[config.mk]
export PLATFORM = sky130hd
export DESIGN_NAME = fetch_ctrl
export DESIGN_NICKNAME = d
export VERILOG_FILES = /design/src/rtl/fetch_ctrl.sv
export SDC_FILE = /design/constraint.sdc
export NUM_CORES = 1
export LEC_CHECK = 0
export ABC_AREA = 1
export BUFFER_PORTS_ARGS = -buffer_cell sky130_fd_sc_hd__buf_4
export CAP_MARGIN = 10
export CORE_AREA = 2 2 139 141
export CTS_BUF_LIST = sky130_fd_sc_hd__clkbuf_8
export CTS_CLUSTER_SIZE = 40
export DETAILED_ROUTE_END_ITERATION = 6
export DIE_AREA = 0 0 141 143
export GPL_ROUTABILITY_DRIVEN = 0
export PLACE_DENSITY = 0.72
export SLEW_MARGIN = 5
export SYNTH_ARGS = -nofsm -noshare
export SYNTH_HDL_FRONTEND = slang
export SYNTH_SLANG_ARGS = --single-unit
[constraint.sdc]
create_clock -name clk -period 1.8 [get_ports clk]
set_clock_uncertainty 0.05 [all_clocks]
set_input_delay 0.36 -clock clk [delete_from_list [all_inputs] [get_ports clk]]
set_output_delay 0.36 -clock clk [all_outputs]
set_load 0.005 [all_outputs]
[src/rtl/fetch_ctrl.sv]
// Fetch-stage PC selection and pipeline hazard control for a five-stage Y86-64 style pipeline.
// Generates pc, stall/bubble controls and the halted flag from the stage icodes.
//
// state       | meaning
// ------------+---------------------------------------------------------------
// ST_RUN      | normal fetch; predPC follows the fetched instruction
// ST_RET_WAIT | ret in flight; fetch held until it reaches Writeback (rcnt)
// ST_HALTED   | halt retired; everything frozen until reset
module fetch_ctrl #(
  parameter logic [63:0] RESET_PC = 64'h0
) (
  input  logic        clk,
  input  logic        rst_n,
  input  logic [3:0]  f_icode,
  input  logic [63:0] f_valC,
  input  logic [63:0] f_valP,
  input  logic [3:0]  d_srcA,
  input  logic [3:0]  d_srcB,
  input  logic [3:0]  e_icode,
  input  logic [3:0]  e_dstM,
  input  logic        e_cnd,
  input  logic [3:0]  m_icode,
  input  logic        m_cnd,
  input  logic [63:0] m_valA,
  input  logic [3:0]  w_icode,
  input  logic [63:0] w_valM,
  output logic [63:0] pc,
  output logic        f_stall,
  output logic        d_stall,
  output logic        d_bubble,
  output logic        e_bubble,
  output logic        halted
);

  localparam logic [3:0] I_HALT   = 4'h0;
  localparam logic [3:0] I_MRMOVQ = 4'h5;
  localparam logic [3:0] I_JXX    = 4'h7;
  localparam logic [3:0] I_CALL   = 4'h8;
  localparam logic [3:0] I_RET    = 4'h9;
  localparam logic [3:0] I_POPQ   = 4'hB;
  localparam logic [3:0] R_NONE   = 4'hF;

  localparam logic [1:0] ST_RUN      = 2'd0;
  localparam logic [1:0] ST_RET_WAIT = 2'd1;
  localparam logic [1:0] ST_HALTED   = 2'd2;

  logic [63:0] pred_pc_q, pred_pc_d;
  logic [1:0]  state_q, state_d;
  logic [1:0]  rcnt_q, rcnt_d;
  logic        load_use;
  logic        mispredict;

  always_comb begin
    load_use   = ((e_icode == I_MRMOVQ) || (e_icode == I_POPQ)) && (e_dstM != R_NONE) &&
                 ((e_dstM == d_srcA) || (e_dstM == d_srcB));
    mispredict = (e_icode == I_JXX) && !e_cnd;
  end

  // Halted ignores all stage inputs, so the pc mux is bypassed as well.
  always_comb begin
    pc       = pred_pc_q;
    f_stall  = 1'b0;
    d_stall  = 1'b0;
    d_bubble = 1'b0;
    e_bubble = 1'b0;
    halted   = 1'b0;
    if (state_q == ST_HALTED) begin
      halted   = 1'b1;
      f_stall  = 1'b1;
      d_bubble = 1'b1;
      e_bubble = 1'b1;
    end else begin
      if ((m_icode == I_JXX) && !m_cnd) begin
        pc = m_valA;
      end else if (w_icode == I_RET) begin
        pc = w_valM;
      end
      f_stall  = load_use || (state_q == ST_RET_WAIT);
      d_stall  = load_use;
      e_bubble = load_use || mispredict;
      d_bubble = !load_use && (mispredict || (state_q == ST_RET_WAIT));
    end
  end

  always_comb begin
    pred_pc_d = pred_pc_q;
    state_d   = state_q;
    rcnt_d    = rcnt_q;
    if (!f_stall) begin
      pred_pc_d = ((f_icode == I_JXX) || (f_icode == I_CALL)) ? f_valC : f_valP;
    end
    case (state_q)
      ST_RUN: begin
        if (w_icode == I_HALT) begin
          state_d = ST_HALTED;
        end else if ((f_icode == I_RET) && !f_stall && !mispredict) begin
          state_d = ST_RET_WAIT;
          rcnt_d  = 2'd3;
        end
      end
      ST_RET_WAIT: begin
        if (w_icode == I_HALT) begin
          state_d = ST_HALTED;
          rcnt_d  = 2'd0;
        end else if (!load_use) begin
          // A load-use stall holds the ret in Decode, so the countdown pauses with it.
          rcnt_d = rcnt_q - 2'd1;
          if (rcnt_q == 2'd1) begin
            state_d = ST_RUN;
          end
        end
      end
      ST_HALTED: begin
        state_d = ST_HALTED;
      end
      default: begin
        state_d = ST_RUN;
        rcnt_d  = 2'd0;
      end
    endcase
  end

  always_ff @(posedge clk or negedge rst_n) begin
    if (!rst_n) begin
      pred_pc_q <= RESET_PC;
      state_q   <= ST_RUN;
      rcnt_q    <= 2'd0;
    end else begin
      pred_pc_q <= pred_pc_d;
      state_q   <= state_d;
      rcnt_q    <= rcnt_d;
    end
  end

endmodule

==> results.yml <==
cells_and_area:
  nets: 1649
  drive_gt1_frac: 0.420
  antenna_cells: 0
  syn_to_final_growth_pct: 69.7
routing:
  routed_wl_mm: 24.1
  viasPerCell: 4.72
  wire_per_inst_um: 15.0
  vias: 7555
  ant_nets: 0
  dr.pass1.iters: 5
  drc: 0
  drt_iter0_drc: 469
synth:
  syn_nets: 1297
  yosysTopAreaCell: "dfrtp_1"
  yosys-top-cells-count: "314 x nand2_1, 200 x inv_1, 129 x o21ai_0, 78 x nor2_1, 68 x dfrtp_1"
  synth_fa_ha_area_frac: 0.00211
  synth_top_family_by_area: "simple AND/OR/NAND/NOR gates"
  async_flop_share: 1.00
  synthSimpleGateAreaFrac: 0.324
  ys_ff_latch: 68
  synth_cell_types: 25
  yosysMostFrequentCell: "nand2_1"
  synth_warnings: 0
  synth-edff-count: 0
  syn_area_um2: 5920
  synthTopCellsByArea: "dfrtp_1 29%, nand2_1 20%, inv_1 13%"
  synth_compound_area_frac: 0.183
  yosysSeqAreaShare: 0.287
  muxShareOfSynthArea: 0
  synth_xor_area_frac: 0
  avgSynthCellArea_um2: 5.87
  synthCells: 1008
  dominantRegCellSynth: "dfrtp_1"
  netlist.area_leader.share: 0.287
clocking:
  cts_tree: "done"
  clockBufferDepth: 2
  htree_levels: 3
  clock-root-buffer: "clkbuf_8"
  clkLatencyLatePin_ps: 340
  cts_sinks: 68
  clkTransAtPathRegs_ps: 80
  numCtsBuffers: 9
hold_path:
  hp-class: "input pin to register"
sta:
  tightest_slew_ps: 484
  slew_headroom: 0.674
  grt_setup_unrepaired: "yes"
  fin_ws_ps: -315
  fmax_ghz: 0.473
  hold_viol_final: 0
  layout_worst_path_cycle_share: 1.18
  min_period_ps: 2120
  final-max-slew-violation-count: 0
  setup_tns_ps: -16880
  setup_viol: 87
grt:
  grt_max_degree: 68
  grt_pass1_wl_mm: 34.2
  gr-total-overflow: 0
  antenna_found_initial: 1
  grtUsageTotal: 0.211
  grt_pass1_vias: 6984
power:
  ir_drop_mv: 0.378
  power_leakage_nw: 5.93
  p_per_area_nw_per_um2: 371
  power_w: 0.00373
placement:
  pre_cts_ws_ps: -354
  dpl.hpwl_mm: 16.5
  portBuffers: 356
floorplanning:
  fp.coreArea_um2: 18600
  die_h_um: 143
  initial_utilization: 0.319
  die_w_um: 141
  ios: 357
  die_area_um2: 20200
  row_count: 50
worst_setup_path:
  cp-start-kind: "input pin"
  crit_type: "input pin to primary output"
  crit_arrival_ps: 1710
  cp-end-kind: "primary output"
  required_ps: 1390
  cp_max_fo: 7
outcome:
  outcome: "complete, but fails checks"
  failed_checks: "setup timing"
job:
  cap_violations: 0
layout by cell type (no fill, tap or decap):
master,n
inv_4,1
buf_6,27
dlygate4sd3_1,1
nand2_4,2
inv_2,14
nand4_1,3
nand2_2,51
clkbuf_8,11
nor2_4,13
dfrtp_1,68
nor3b_2,1
o21ai_2,26
o21ai_1,1
clkbuf_16,6
clkinvlp_4,1
buf_4,345
buf_16,5
inv_6,1
bufinv_16,1
nand3_1,8
nor2_1,59
o31ai_4,1
a21oi_1,2
clkinv_2,2
inv_1,201
nor2_2,8
buf_12,16
buf_8,3
a21oi_4,1
o22ai_2,33
o22ai_1,31
ha_1,1
and2_1,1
nand3_4,2
o21ai_0,102
nand2_1,314
a21oi_2,2
path summary, 6_finish.rpt:
check	depth (start not counted)	slack (ps)	start	end
max	11	-320	m_icode[3]	pc[53]
max in group asynchronous	3	670	rst_n	pred_pc_q[8]$_DFFE_PN0P_
max reg2reg	10	-50	state_q[0]$_DFFE_PN0P_	pred_pc_q[36]$_DFFE_PN0P_
min in group asynchronous	2	470	rst_n	pred_pc_q[44]$_DFFE_PN0P_
min reg2reg	2	430	rcnt_q[1]$_DFFE_PN0P_	rcnt_q[1]$_DFFE_PN0P_
min	5	260	f_valC[12]	pred_pc_q[12]$_DFFE_PN0P_
final cells by class:
| type | instances | area, µm² |
|---|---|---|
| clock inverters | 5 | 51.3 |
| repair buffers | 403 | 3560 |
| clock buffers | 11 | 151 |
| well taps | 234 | 293 |
| multi-input cells | 662 | 3480 |
| flip-flops and latches | 68 | 1700 |
| fillers | 1797 | 8530 |
| inverters | 216 | 818 |
per-stage QoR:
stage | util | area [µm²] | hold slack [ps] | std cells
detailed placement | 0.481 | 8940 | 284 | 1565
global placement | 0.481 | 8940 | 282 | 1565
finish | 0.541 | 10100 | 262 | 1599
floorplan | - | 5920 | 14.4 | 1008
global route | 0.541 | 10100 | 262 | 1599
CTS | 0.514 | 9560 | 242 | 1591
worst max-delay path: stages:
cell,delay [ps]
buf_6,90
nor3b_2,150
buf_4,130
nand3_4,130
buf_12,200
buf_16,150
o21ai_2,50
nand2_1,70
o22ai_1,140
inv_1,90
buf_6,120
repair_timing:
item,4_1_cts,5_1_grt
gates resized for setup,80,78
hold endpoints to repair,31,0
gates cloned,5,8
hold buffers,1,0
pin swaps,16,26
setup endpoints to repair,67,94
setup buffers,4,1
kinds of logic after synthesis:
family / after synthesis
flip-flops: 68
adder cells (fa/ha/maj): 1
AND/OR/NAND/NOR: 462
AO/OA/AOI/OAI: 199
buffers and inverters: 278
power by group:
part | internal, W | switching (W)
clock network | 0.000706 | 0.000603
logic | 0.000529 | 0.000365
registers | 0.00153 | 0
flip-flops by register name, summed over array words and instances (netlist names):
| signal | cells |
|---|---|
| pred_pc_q | 64 |
| state_q | 2 |
| rcnt_q | 2 |
layer usage:
layer	vias to the layer above	track usage	wire length, µm
met5	-	0	0
met4	0	0.0747	556
met3	46	0.0392	1640
met2	324	0.371	12100
met1	3433	0.260	9730
li1	3752	-	-
Note: power is estimated with default switching activity, not from simulation.
